[src/rtl/dmem_arbiter.sv]
// ---------------------------------------------------------------------------
// dmem_arbiter
//
// Shares the single-ported data memory between the core load/store path
// (port 0) and the program-loader/debug path (port 1). At most one access is
// granted per cycle. Contention is settled by round-robin, or by fixed
// priority to port 0 when FIXED_PRIO is set. A granted port can hold the
// memory for up to MAX_LOCK consecutive grants by asserting lock.
// Misaligned or out-of-range accesses are granted but never reach the memory.
// Instead they return an error response.
//
// Ports
//   clk, reset                  clock and synchronous active-high reset
//   req*/we*/lock*/addr*/wdata* per-port request, held until gnt*
//   gnt*                        combinational grant for this cycle
//   rvalid*/rdata*/err*         response, one cycle after the grant
//   mem_read/mem_write          memory enables (legal accesses only)
//   mem_addr/mem_wdata          memory address / write data (0 when idle)
//   mem_rdata                   memory read data, valid the cycle after read
// ---------------------------------------------------------------------------
module dmem_arbiter #(
    parameter int DATA_W     = 32,
    parameter int ADDR_W     = 32,
    parameter int MEM_BYTES  = 1024,
    parameter int FIXED_PRIO = 0,
    parameter int MAX_LOCK   = 8
) (
    input  logic              clk,
    input  logic              reset,
    input  logic              req0,
    input  logic              req1,
    input  logic              we0,
    input  logic              we1,
    input  logic              lock0,
    input  logic              lock1,
    input  logic [ADDR_W-1:0] addr0,
    input  logic [ADDR_W-1:0] addr1,
    input  logic [DATA_W-1:0] wdata0,
    input  logic [DATA_W-1:0] wdata1,
    output logic              gnt0,
    output logic              gnt1,
    output logic              rvalid0,
    output logic              rvalid1,
    output logic [DATA_W-1:0] rdata0,
    output logic [DATA_W-1:0] rdata1,
    output logic              err0,
    output logic              err1,
    output logic              mem_read,
    output logic              mem_write,
    output logic [ADDR_W-1:0] mem_addr,
    output logic [DATA_W-1:0] mem_wdata,
    input  logic [DATA_W-1:0] mem_rdata
);

    localparam int               CNT_W      = $clog2(MAX_LOCK) + 1;
    localparam logic [CNT_W-1:0] CNT_MAX    = CNT_W'(MAX_LOCK);
    localparam logic [ADDR_W-1:0] ADDR_LIMIT = ADDR_W'(MEM_BYTES);

    // Arbitration state
    logic             last_r;
    logic             lock_vld_r;
    logic             lock_own_r;
    logic [CNT_W-1:0] lock_cnt_r;

    // Response state
    logic rvalid0_r, err0_r, rd_pend0_r;
    logic rvalid1_r, err1_r, rd_pend1_r;

    // Combinational decision signals
    logic              win_vld_s;
    logic              win_id_s;
    logic              forced_s;
    logic              sel_we_s;
    logic              sel_lock_s;
    logic [ADDR_W-1:0] sel_addr_s;
    logic [DATA_W-1:0] sel_wdata_s;
    logic              legal_s;
    logic              access_s;
    logic              last_n_s;
    logic              lock_vld_n_s;
    logic              lock_own_n_s;
    logic [CNT_W-1:0]  lock_cnt_n_s;

    // Winner selection: sole requester, then lock owner (until the lock
    // budget is exhausted), then fixed priority or round-robin.
    always_comb begin
        win_vld_s = 1'b0;
        win_id_s  = 1'b0;
        forced_s  = 1'b0;
        if (reset) begin
            win_vld_s = 1'b0;
        end else if (req0 && req1) begin
            win_vld_s = 1'b1;
            if (lock_vld_r) begin
                if (lock_cnt_r == CNT_MAX) begin
                    forced_s = 1'b1;
                    win_id_s = ~lock_own_r;
                end else begin
                    win_id_s = lock_own_r;
                end
            end else if (FIXED_PRIO != 0) begin
                win_id_s = 1'b0;
            end else begin
                win_id_s = ~last_r;
            end
        end else if (req0) begin
            win_vld_s = 1'b1;
            win_id_s  = 1'b0;
        end else if (req1) begin
            win_vld_s = 1'b1;
            win_id_s  = 1'b1;
        end else begin
            win_vld_s = 1'b0;
        end
    end

    // Winner's request fields and legality check
    always_comb begin
        sel_we_s    = win_id_s ? we1    : we0;
        sel_lock_s  = win_id_s ? lock1  : lock0;
        sel_addr_s  = win_id_s ? addr1  : addr0;
        sel_wdata_s = win_id_s ? wdata1 : wdata0;
        legal_s     = (sel_addr_s[1:0] == 2'b00) && (sel_addr_s < ADDR_LIMIT);
        access_s    = win_vld_s && legal_s;
    end

    // Grants and memory-side drive; illegal or absent accesses leave it idle
    always_comb begin
        gnt0      = win_vld_s && !win_id_s;
        gnt1      = win_vld_s &&  win_id_s;
        mem_read  = access_s && !sel_we_s;
        mem_write = access_s &&  sel_we_s;
        if (access_s) begin
            mem_addr  = sel_addr_s;
            mem_wdata = sel_wdata_s;
        end else begin
            mem_addr  = {ADDR_W{1'b0}};
            mem_wdata = {DATA_W{1'b0}};
        end
    end

    // Next lock / round-robin state. The lock count saturates at MAX_LOCK
    // so that an uncontested owner is handed off at the next contention.
    always_comb begin
        last_n_s     = last_r;
        lock_vld_n_s = 1'b0;
        lock_own_n_s = 1'b0;
        lock_cnt_n_s = {CNT_W{1'b0}};
        if (win_vld_s) begin
            last_n_s = win_id_s;
            if (sel_lock_s && !forced_s) begin
                lock_vld_n_s = 1'b1;
                lock_own_n_s = win_id_s;
                if (lock_vld_r && (lock_own_r == win_id_s)) begin
                    if (lock_cnt_r == CNT_MAX) begin
                        lock_cnt_n_s = lock_cnt_r;
                    end else begin
                        lock_cnt_n_s = lock_cnt_r + CNT_W'(1);
                    end
                end else begin
                    lock_cnt_n_s = CNT_W'(1);
                end
            end else begin
                lock_vld_n_s = 1'b0;
            end
        end else begin
            last_n_s = last_r;
        end
    end

    // Arbitration and response registers
    always_ff @(posedge clk) begin
        if (reset) begin
            last_r     <= 1'b1;
            lock_vld_r <= 1'b0;
            lock_own_r <= 1'b0;
            lock_cnt_r <= {CNT_W{1'b0}};
            rvalid0_r  <= 1'b0;
            err0_r     <= 1'b0;
            rd_pend0_r <= 1'b0;
            rvalid1_r  <= 1'b0;
            err1_r     <= 1'b0;
            rd_pend1_r <= 1'b0;
        end else begin
            last_r     <= last_n_s;
            lock_vld_r <= lock_vld_n_s;
            lock_own_r <= lock_own_n_s;
            lock_cnt_r <= lock_cnt_n_s;
            // Legal writes are silent; reads and every illegal access respond
            rvalid0_r  <= gnt0 && (!legal_s || !sel_we_s);
            err0_r     <= gnt0 && !legal_s;
            rd_pend0_r <= gnt0 && legal_s && !sel_we_s;
            rvalid1_r  <= gnt1 && (!legal_s || !sel_we_s);
            err1_r     <= gnt1 && !legal_s;
            rd_pend1_r <= gnt1 && legal_s && !sel_we_s;
        end
    end

    // Response outputs. Memory data arrives the cycle after the read, so the
    // read path steers it straight through. Reset masks a response that
    // would otherwise surface during the reset cycle itself.
    always_comb begin
        rvalid0 = rvalid0_r && !reset;
        err0    = err0_r    && !reset;
        rvalid1 = rvalid1_r && !reset;
        err1    = err1_r    && !reset;
        if (rd_pend0_r && !reset) begin
            rdata0 = mem_rdata;
        end else begin
            rdata0 = {DATA_W{1'b0}};
        end
        if (rd_pend1_r && !reset) begin
            rdata1 = mem_rdata;
        end else begin
            rdata1 = {DATA_W{1'b0}};
        end
    end

endmodule

[config.mk]
export PLATFORM = sky130hd
export DESIGN_NAME = dmem_arbiter
export DESIGN_NICKNAME = d
export VERILOG_FILES = /design/src/rtl/dmem_arbiter.sv
export SDC_FILE = /design/constraint.sdc
export NUM_CORES = 1
export LEC_CHECK = 0
export ABC_AREA = 1
export CORE_AREA = 5 5 114 116
export DETAILED_ROUTE_END_ITERATION = 16
export DIE_AREA = 0 0 119 121
export GPL_TIMING_DRIVEN = 0
export PLACE_DENSITY = 0.78
export SYNTH_ARGS = -nofsm -noshare
export SYNTH_HDL_FRONTEND = slang
export SYNTH_SLANG_ARGS = --single-unit
[constraint.sdc]
create_clock -name clk -period 2.91 [get_ports clk]
set_clock_uncertainty 0.1 [all_clocks]
set_input_delay 0.7275 -clock clk [delete_from_list [all_inputs] [get_ports clk]]
set_output_delay 0.7275 -clock clk [all_outputs]
set_load 0.02 [all_outputs]
==> results of run 1 <==
[Yosys cell counts, types with 3 or more instances]
cell type | instances | area [sq um]
buf_6 | 7 | 78.8
buf_4 | 26 | 195
nor2_2 | 25 | 156
buf_2 | 4 | 20.0
a21oi_1 | 3 | 15.0
inv_1 | 117 | 439
nand2_1 | 196 | 736
nand4_1 | 17 | 106
nor2_1 | 100 | 375
o21ai_0 | 3 | 15.0
clkbuf_1 | 12 | 45.0
dfxtp_1 | 13 | 260
[path summary, 6_finish.rpt]
check                                                start                   end  cells after the start
worst min register to register         last_r$_SDFFE_PP1P_   last_r$_SDFFE_PP1P_                      2
worst max-delay path            lock_cnt_r[0]$_SDFFE_PP0P_         mem_wdata[12]                     18
worst min-delay path                   last_r$_SDFFE_PP1P_   last_r$_SDFFE_PP1P_                      2
worst max register to register  lock_cnt_r[0]$_SDFFE_PP0P_  rvalid0_r$_SDFF_PP0_                     18
[report_power, final]
part / switching [mW] / total (mW) / leakage, nW / internal [mW]
logic: 0.249 / 0.565 / 3.24 / 0.315
clock network: 0.0837 / 0.269 / 0.0382 / 0.186
registers: 0.00407 / 0.190 / 0.107 / 0.186
total: 0.337 / 1.02 / 3.39 / 0.687
[worst register-to-register path, cell delays in order, from the launching register on]
cell and delay (ps):
dfxtp_2 320, inv_2 80, ha_4 150, nand4_1 120
nand3_2 120, nand2_4 60, nand3_4 210, buf_8 170
nand2_1 70, nand2_1 60, nand2_1 40, nor2_1 90
nand2_1 100, nor2_4 170, buf_4 140, buf_4 120
nand3b_1 70, nand2_1 60, inv_1 30
[registers in the layout, indices dropped and copies added (netlist names)]
name        cells
lock_cnt_r      4
last_r          1
rvalid1_r       1
lock_vld_r      1
rvalid0_r       1
err1_r          1
lock_own_r      1
rd_pend1_r      1
rd_pend0_r      1
err0_r          1
[timing repair]
item	4_1_cts	5_1_grt
gates resized for setup	451	84
setup buffers	17	1
cloned	2	0
endpoints found under the setup margin	111	100
pin swaps	12	10
[layout make-up]
class,instances,area share (%)
Sequential cell,13,4.37
Inverter,118,7.70
Buffer,49,6.74
Timing Repair Buffer,298,43.3
Tap cell,147,3.06
Multi-Input combinational cell,391,33.5
Clock buffer,4,1.31
Antenna cell,1,0.0416
[cells by family (layout without fill, tap and decap cells)]
group / count (synthesis) / after routing / synth area share [%]
xor gates and xnor gates: 2 / 2 / 0.656
AOI/OAI and AO/OA: 12 / 12 / 2.86
DFF: 13 / 13 / 9.75
and+or+nand+nor: 351 / 351 / 56.1
buffers and inverters: 169 / 469 / 29.6
other: 1 / 25 / 0.140
adders and majority gates: 2 / 2 / 0.937
[routing by layer]
metal | vias to the layer above | global-route usage (%)
met5 | - | 0
met4 | 0 | 4.71
met3 | 12 | 5.87
met2 | 212 | 34.3
met1 | 1796 | 17.9
li1 | 2172 | -
[through the flow]
stage               instances  setup TNS [ps]  total power, mW  instance area, sq um  hold slack (ps)
floorplan                 573           -1540            0.445                  3060              343
global placement          998         -125490            0.720                  6020              361
detailed placement        998         -125460            0.725                  6020              368
CTS                      1019          -21780             1.02                  6280              379
global route             1020          -29240             1.09                  6010              430
finish                   1021          -22100             1.02                  6010              404
[layout by cell type (no fill, tap or decap), types with 11 or more instances in the layout]
| cell type | Yosys | final |
|---|---|---|
| nor2_1 | 100 | 82 |
| buf_4 | 26 | 52 |
| nor2_4 | 2 | 43 |
| clkdlybuf4s50_1 | 0 | 168 |
| buf_6 | 7 | 26 |
| nand2_1 | 196 | 185 |
| buf_2 | 4 | 76 |
| conb_1 | 1 | 24 |
| nand4_1 | 17 | 17 |
| dfxtp_1 | 13 | 11 |
| inv_1 | 117 | 112 |
| nand2_2 | 0 | 11 |
==> flow_summary_export.csv, run 1 <==
group,metric,value,unit
final_layout,multi_input_area,2010,sq um
clocking,clk_path_buf_depth,2,
sta,fin_ws,-584,ps
route,wl_met2,7370,microns
route,viasPerCell,4.11,
route,first_pass_iters,4,
final_layout,finish.net_count,1044,
route,drc,0,
floorplan,rows,40,
route,postRouteAntennaNets,0,
synth,synthCells,550,
final_layout,synthToLayoutAreaGrowth,125,%
clocking,clk_latency,250,ps
pwr,peakVddDrop,0.136,mV
critical_path,path_cells,"inv_2 -> ha_4 -> nand4_1 -> nand3_2 -> nand2_4 -> nand3_4 -> buf_8 -> nand2_1 -> nand2_1 -> nand2_1 -> nor2_1 -> nand2_1 -> nor2_4 -> nand3_4 -> buf_6 -> buf_12 -> nor2_4 -> buf_6",
clocking,numClockSinks,13,
route,wl,13900,microns
route,top_layer_used,"met4",
critical_path,critical_path_class,"flop to primary output",
critical_path,end_kind,"primary output",
clocking,cts_buffers,3,
placed_design,portBuffers,278,
critical_path,crit_slowest_cell,"dfxtp_2",
clocking,cts_tree,"yes",
synth,synth_area_per_cell,4.85,sq um
route,drt_iter0_drc,170,
sta,rsz0062_at_grt,"true",
clocking,clk_pin_slew,50,ps
final_layout,final_layout_size_suffix_gt1_share,28.1,%
critical_path,crit_arrival,2670,ps
grt,grt_first_pass_wirelength,20500,microns
final_layout,fillers,1229,
pwr,leakage,3.39,nW
floorplan,core_area,11800,sq um
grt,overflow,0,
critical_path,path_max_fanout,10,
placed_design,dp_hpwl,11600,microns
run,drv_cap,0,
sta,finalSetupViolCount,42,
synth,synth_top_flop_cell,"dfxtp_1",
critical_path,slowest_delay,320,ps
outcome,violations,"setup timing",
critical_path,path_common_cell,"nand2_1",
clocking,clockRootBuffer,"clkbuf_16",
pwr,power_density,170,nW/um^2
critical_path,critPathTopFamily,"simple AND/OR/NAND/NOR gates",
synth,synth-seq-area-share,9.75,%
final_layout,fin_util,50.9,%
floorplan,die_w,119,microns
grt,antenna_found_initial,0,
critical_path,cp_num_buf_inv,5,
floorplan,io_pins,304,
route,wl_met1,4850,microns
placed_design,post-place-ws,-1640,ps
synth,ys_ff_latch,13,
floorplan,start_util,22.6,%
grt,grt_pass1_vias,4076,
synth,synth_enable_flop_cells,0,
hold_path,hp-class,"flop to flop",
critical_path,critPathLaunchType,"flop",
sta,fmax,286,MHz
outcome,status,"finished with violations",
floorplan,fp.dieArea,14400,sq um
placed_design,globalplace.congestion,0.818,
route,vias,4192,
sta,fin_crit,3490,ps
synth,synthDistinctLibCells,31,
sta,period_share,120,%
route,wl_per_cell,13.6,microns
sta,hold_viol,0,
final_layout,seq_area,263,sq um
synth,syn_area,2670,sq um
floorplan,die_y,121,microns
grt,grt.total_usage,17.7,%
sta,drv_slew,0,
route,wl_met3,1480,microns
synth,synth_async_sr_flop_share,0,%
synth,yosys_warnings,0,
clocking,htree_levels,1,
clocking,holdBufCountCts,0,
grt,grt_max_degree,11,
critical_path,r2r_slack,520,ps
critical_path,cp_data_required_time,2080,ps
No activity file was read; power rests on OpenSTA's default activity.
==> run 2: changes to the inputs <==
GPL_TIMING_DRIVEN = default   (was 0)
==> flow_summary_export.csv, run 2 (same netlist as run 1, synthesis figures left out) <==
group,metric,value,unit
outcome,status,"finished with violations",
outcome,violations,"setup timing",
grt,grt.total_usage,17.2,%
grt,grt_first_pass_wirelength,20100,microns
final_layout,synthToLayoutAreaGrowth,138,%
floorplan,core_area,11800,sq um
clocking,clk_path_buf_depth,2,
critical_path,path_cells,"inv_2 -> ha_4 -> nand4_1 -> nand3_2 -> nand2_4 -> nand3_4 -> buf_12 -> buf_16 -> nand2_1 -> nand2_1 -> nand2_1 -> nor2_1 -> nand2_1 -> nor2_4 -> nand3_4 -> buf_12 -> buf_16 -> nor2_1 -> buf_4",
sta,hold_viol,0,
final_layout,finish.net_count,1024,
critical_path,crit_slowest_cell,"dfxtp_2",
route,wl_per_cell,13.7,microns
grt,overflow,0,
route,first_pass_iters,4,
floorplan,io_pins,304,
critical_path,critical_path_class,"flop to primary output",
placed_design,post-place-ws,-1370,ps
critical_path,critPathLaunchType,"flop",
grt,antenna_found_initial,1,
sta,finalSetupViolCount,42,
final_layout,largest_register_ffs,4,
critical_path,r2r-start,"lock_cnt_r[1]$_SDFFE_PP0P_",
clocking,clockRootBuffer,"clkbuf_16",
final_layout,final_common_cell,"nand2_1",
critical_path,crit_arrival,2540,ps
critical_path,crit_start,"lock_cnt_r[1]$_SDFFE_PP0P_",
clocking,clk_latency,240,ps
floorplan,fp.dieArea,14400,sq um
pwr,power_density,158,nW/um^2
clocking,cts_tree,"yes",
clocking,numClockSinks,13,
run,drv_cap,0,
pwr,power,1.00,mW
final_layout,largest-register,"lock_cnt_r",
critical_path,path_common_cell,"nand2_1",
clocking,cts_buffers,3,
critical_path,path_max_fanout,7,
clocking,clk_pin_slew,50,ps
final_layout,final_layout_size_suffix_gt1_share,20.5,%
critical_path,r2r_end,"lock_cnt_r[1]$_SDFFE_PP0P_",
route,vias,4157,
floorplan,die_w,119,microns
grt,grt_pass1_vias,4004,
route,wl,13700,microns
placed_design,globalplace.congestion,0.847,
critical_path,rr_worst_depth,14,
route,drc,0,
grt,grt_max_degree,33,
floorplan,start_util,22.6,%
placed_design,dp_hpwl,11300,microns
final_layout,final_cell_mix,"nand2_1, clkdlybuf4s50_1, inv_1",
route,postRouteAntennaNets,0,
sta,fin_ws,-460,ps
clocking,htree_levels,1,
route,viasPerCell,4.15,
pwr,peakVddDrop,0.134,mV
route,drt_iter0_drc,155,
critical_path,end_kind,"primary output",
critical_path,slowest_delay,320,ps
sta,rsz0062_at_grt,"true",
floorplan,die_y,121,microns
pwr,leakage,3.52,nW
sta,fin_crit,3370,ps
sta,fmax,297,MHz
critical_path,crit_end,"mem_wdata[31]",
critical_path,cp_data_required_time,2080,ps
critical_path,r2r_slack,620,ps
hold_path,hp-class,"flop to flop",
floorplan,rows,40,
sta,drv_slew,0,
placed_design,portBuffers,279,
sta,period_share,116,%
run 2: cell types whose count changed in the layout (fill, tap and decap cells not counted), moves of 2 or more:
cell / before / now
nor2_4: 43 / 45
clkdlybuf4s15_1: 0 / 4
buf_6: 26 / 49
buf_1: 2 / 0
clkbuf_1: 6 / 0
buf_2: 76 / 1
clkdlybuf4s50_1: 168 / 165
buf_4: 52 / 33
buf_12: 2 / 5
clkbuf_4: 4 / 0
buf_16: 2 / 6
nand2_1: 185 / 187
dlygate4sd2_1: 4 / 59
nand2_2: 11 / 9
run 2: worst min path at each step:
stage	from	depth (start not counted)	slack (ps)	endpoint
after detailed placement	last_r$_SDFFE_PP1P_	2	370	last_r$_SDFFE_PP1P_
after global placement	last_r$_SDFFE_PP1P_	2	360	last_r$_SDFFE_PP1P_
after CTS	last_r$_SDFFE_PP1P_	2	380	last_r$_SDFFE_PP1P_
after floorplan	last_r$_SDFFE_PP1P_	2	340	last_r$_SDFFE_PP1P_
final	last_r$_SDFFE_PP1P_	2	370	last_r$_SDFFE_PP1P_
after global routing	last_r$_SDFFE_PP1P_	2	430	last_r$_SDFFE_PP1P_
run 2: what timing repair did:
item | CTS | global route
setup endpoints to repair | 109 | 47
cloned | 7 | 0
resized for setup | 352 | 35
hold buffers | 0 | 0
pin swaps | 13 | 26
setup buffers | 7 | 3
run 2: layout make-up:
cell class	instances	area, sq um
fill	1170	5460
timing repair buffer	327	3340
multi-input combinational	391	2030
inverter	118	455
sequential	13	263
tap	147	184
clock buffer	3	75.1
clock inverter	1	5.00
antenna	1	2.50
run 2: critical path, delay by kind of cell, from the launching register on:
family	cells	cell delay, ps
AND/OR/NAND/NOR	12	1030
adder cells (fa/ha/maj)	1	160
flip-flops	1	320
buffers and inverters	6	760
run 2: report_power, final:
group | leakage [nW] | internal [mW] | total [mW] | switching [mW]
combinational | 3.37 | 0.303 | 0.548 | 0.245
clock | 0.0409 | 0.183 | 0.266 | 0.0827
sequential | 0.107 | 0.186 | 0.189 | 0.00331
total | 3.52 | 0.672 | 1.00 | 0.331
run 2: metal layers:
metal	up-vias	routed length (microns)	part of all wire (%)	GRT usage, %
met5	-	0	0	0
met1	1822	4980	36	18.1
met3	8	1290	9.4	4.99
li1	2129	-	-	-
met2	198	7310	53	33.9
met4	0	140	1.0	3.04
run 2: through the flow:
step                      setup TNS (ps)  instance area (sq um)  std cells  utilization, %  hold WS [ps]
after floorplan                    -1540                   3060        573               -           343
after global placement            -81230                   5940        983            50.3           362
after detailed placement          -82270                   5940        983            50.3           366
after CTS                         -18620                   6300       1000            53.3           378
after global routing              -24470                   6350       1001            53.8           428
final                             -17720                   6350       1001            53.8           373
==> run 3: changes to the inputs <==
--- a/config.mk
+++ b/config.mk
@@ -11,3 +11,5 @@
 export DIE_AREA = 0 0 119 121
+export GPL_ROUTABILITY_DRIVEN = 0
 export PLACE_DENSITY = 0.78
+export SKIP_LAST_GASP = 1
 export SYNTH_ARGS = -nofsm -noshare
--- a/constraint.sdc
+++ b/constraint.sdc
@@ -4,2 +4,2 @@
 set_output_delay 0.7275 -clock clk [all_outputs]
-set_load 0.02 [all_outputs]
+set_load 0.05 [all_outputs]
==> flow_summary_export.csv, run 3 (same netlist as run 1, synthesis figures left out) <==
group,metric,value,unit
clocking,clk_path_buf_depth,2,
clocking,clk_pin_slew,50,ps
final_layout,finish.net_count,1049,
outcome,violations,"setup timing",
route,viasPerCell,4.19,
final_layout,largest-register,"lock_cnt_r",
floorplan,fp.dieArea,14400,sq um
critical_path,crit_arrival,3500,ps
pwr,power,1.10,mW
floorplan,io_pins,304,
grt,grt_max_degree,33,
route,first_pass_iters,4,
floorplan,die_y,121,microns
run,drv_cap,0,
sta,period_share,120,%
critical_path,crit_slowest_cell,"dfxtp_2",
final_layout,synthToLayoutAreaGrowth,188,%
grt,antenna_found_initial,1,
critical_path,cp_data_required_time,2920,ps
clocking,holdBufCountCts,0,
final_layout,final_common_cell,"nand2_1",
hold_path,hp-class,"flop to flop",
critical_path,end_kind,"flop",
clocking,clockRootBuffer,"clkbuf_16",
route,wl_per_cell,14.4,microns
sta,finalSetupViolCount,44,
critical_path,critPathLaunchType,"flop",
sta,fmax,287,MHz
route,postRouteAntennaNets,0,
floorplan,start_util,22.6,%
final_layout,fillers,925,
route,drt_iter0_drc,166,
route,drc,0,
grt,grt_first_pass_wirelength,21900,microns
final_layout,largest_register_ffs,4,
grt,grt_pass1_vias,4259,
placed_design,portBuffers,279,
route,vias,4297,
pwr,peakVddDrop,0.204,mV
clocking,htree_levels,1,
sta,fin_ws,-580,ps
sta,hold_viol,0,
sta,rsz0062_at_grt,"true",
critical_path,path_max_fanout,2,
clocking,cts_tree,"yes",
route,wl,14800,microns
critical_path,path_common_cell,"buf_4",
outcome,status,"finished with violations",
critical_path,critical_path_class,"flop to flop",
floorplan,core_area,11800,sq um
pwr,leakage,3.73,nW
sta,holdWs,381,ps
pwr,power_density,143,nW/um^2
clocking,clk_latency,250,ps
sta,fin_crit,3490,ps
clocking,numClockSinks,13,
grt,overflow,0,
grt,grt.total_usage,19.0,%
floorplan,die_w,119,microns
critical_path,slowest_delay,320,ps
placed_design,dp_hpwl,12100,microns
final_layout,final_layout_size_suffix_gt1_share,31.1,%
floorplan,rows,40,
sta,drv_slew,0,
clocking,cts_buffers,3,
final_layout,final_cell_mix,"nand2_1, clkdlybuf4s50_1, buf_12",
placed_design,post-place-ws,-1000,ps
run 3: cell types whose count changed in the layout (fill, tap and decap cells not counted), sizes merged:
cell           delta
clkdlybuf4s15     -3
buf              +87
clkinv            -1
dlygate4sd2      -58
nand3             +1
clkdlybuf4s50     -1
run 3: layer usage:
layer  vias up  part of all wire (%)  wire, microns  GRT usage [%]
met5         -                     0              0              0
met3        22                   9.7           1430           5.50
met1      1874                    34           4950           19.4
li1       2182                     -              -              -
met2       219                    54           8000           37.7
met4         0                   2.6            382           4.71
run 3: final timing paths:
| path | depth (start not counted) | slack, ps | startpoint | endpoint |
|---|---|---|---|---|
| max | 26 | -580 | lock_cnt_r[0]$_SDFFE_PP0P_ | lock_cnt_r[0]$_SDFFE_PP0P_ |
| min | 2 | 380 | last_r$_SDFFE_PP1P_ | last_r$_SDFFE_PP1P_ |
| max reg2reg | 26 | -580 | lock_cnt_r[0]$_SDFFE_PP0P_ | lock_cnt_r[0]$_SDFFE_PP0P_ |
| min reg2reg | 2 | 380 | last_r$_SDFFE_PP1P_ | last_r$_SDFFE_PP1P_ |
run 3: worst max-delay path: cells and delay by family (launching register included):
| kind | cells | cell delay (ps) |
|---|---|---|
| flip-flops | 1 | 320 |
| AO/OA/AOI/OAI | 1 | 80 |
| buffers and inverters | 24 | 2790 |
| AND/OR/NAND/NOR | 1 | 50 |
run 3: layout make-up:
cell class / instances / area, sq um / area share, %
multi-input cells: 392 / 2080 / 27.0
inverters: 118 / 458 / 5.95
well taps: 147 / 184 / 2.39
clock buffers: 4 / 78.8 / 1.02
flip-flops and latches: 13 / 263 / 3.41
diodes: 1 / 2.50 / 0.0325
repair buffers: 351 / 4630 / 60.2
run 3: repair_timing:
item                                    in CTS  in global routing
setup buffers                               35                  4
pin swaps                                   22                 30
endpoints found under the setup margin     108                 46
gates resized for setup                     37                 33
gates cloned                                 5                  0
run 3: metrics by stage:
| step | util (%) | std cells | TNS [ps] | area, sq um |
|---|---|---|---|---|
| 2_1_floorplan | - | 573 | -7110 | 3060 |
| 3_3_place_gp | 59.6 | 980 | -43250 | 7040 |
| 3_5_place_dp | 59.6 | 980 | -46720 | 7040 |
| 4_1_cts | 64.3 | 1024 | -21750 | 7600 |
| 5_1_grt | 65.2 | 1026 | -28950 | 7700 |
| 6_report | 65.2 | 1026 | -23130 | 7700 |
run 3: where the power goes:
part           internal [mW]  leakage [nW]  switching [mW]
Sequential             0.186         0.107         0.00346
Clock                  0.185        0.0382          0.0789
Combinational          0.338          3.58           0.312
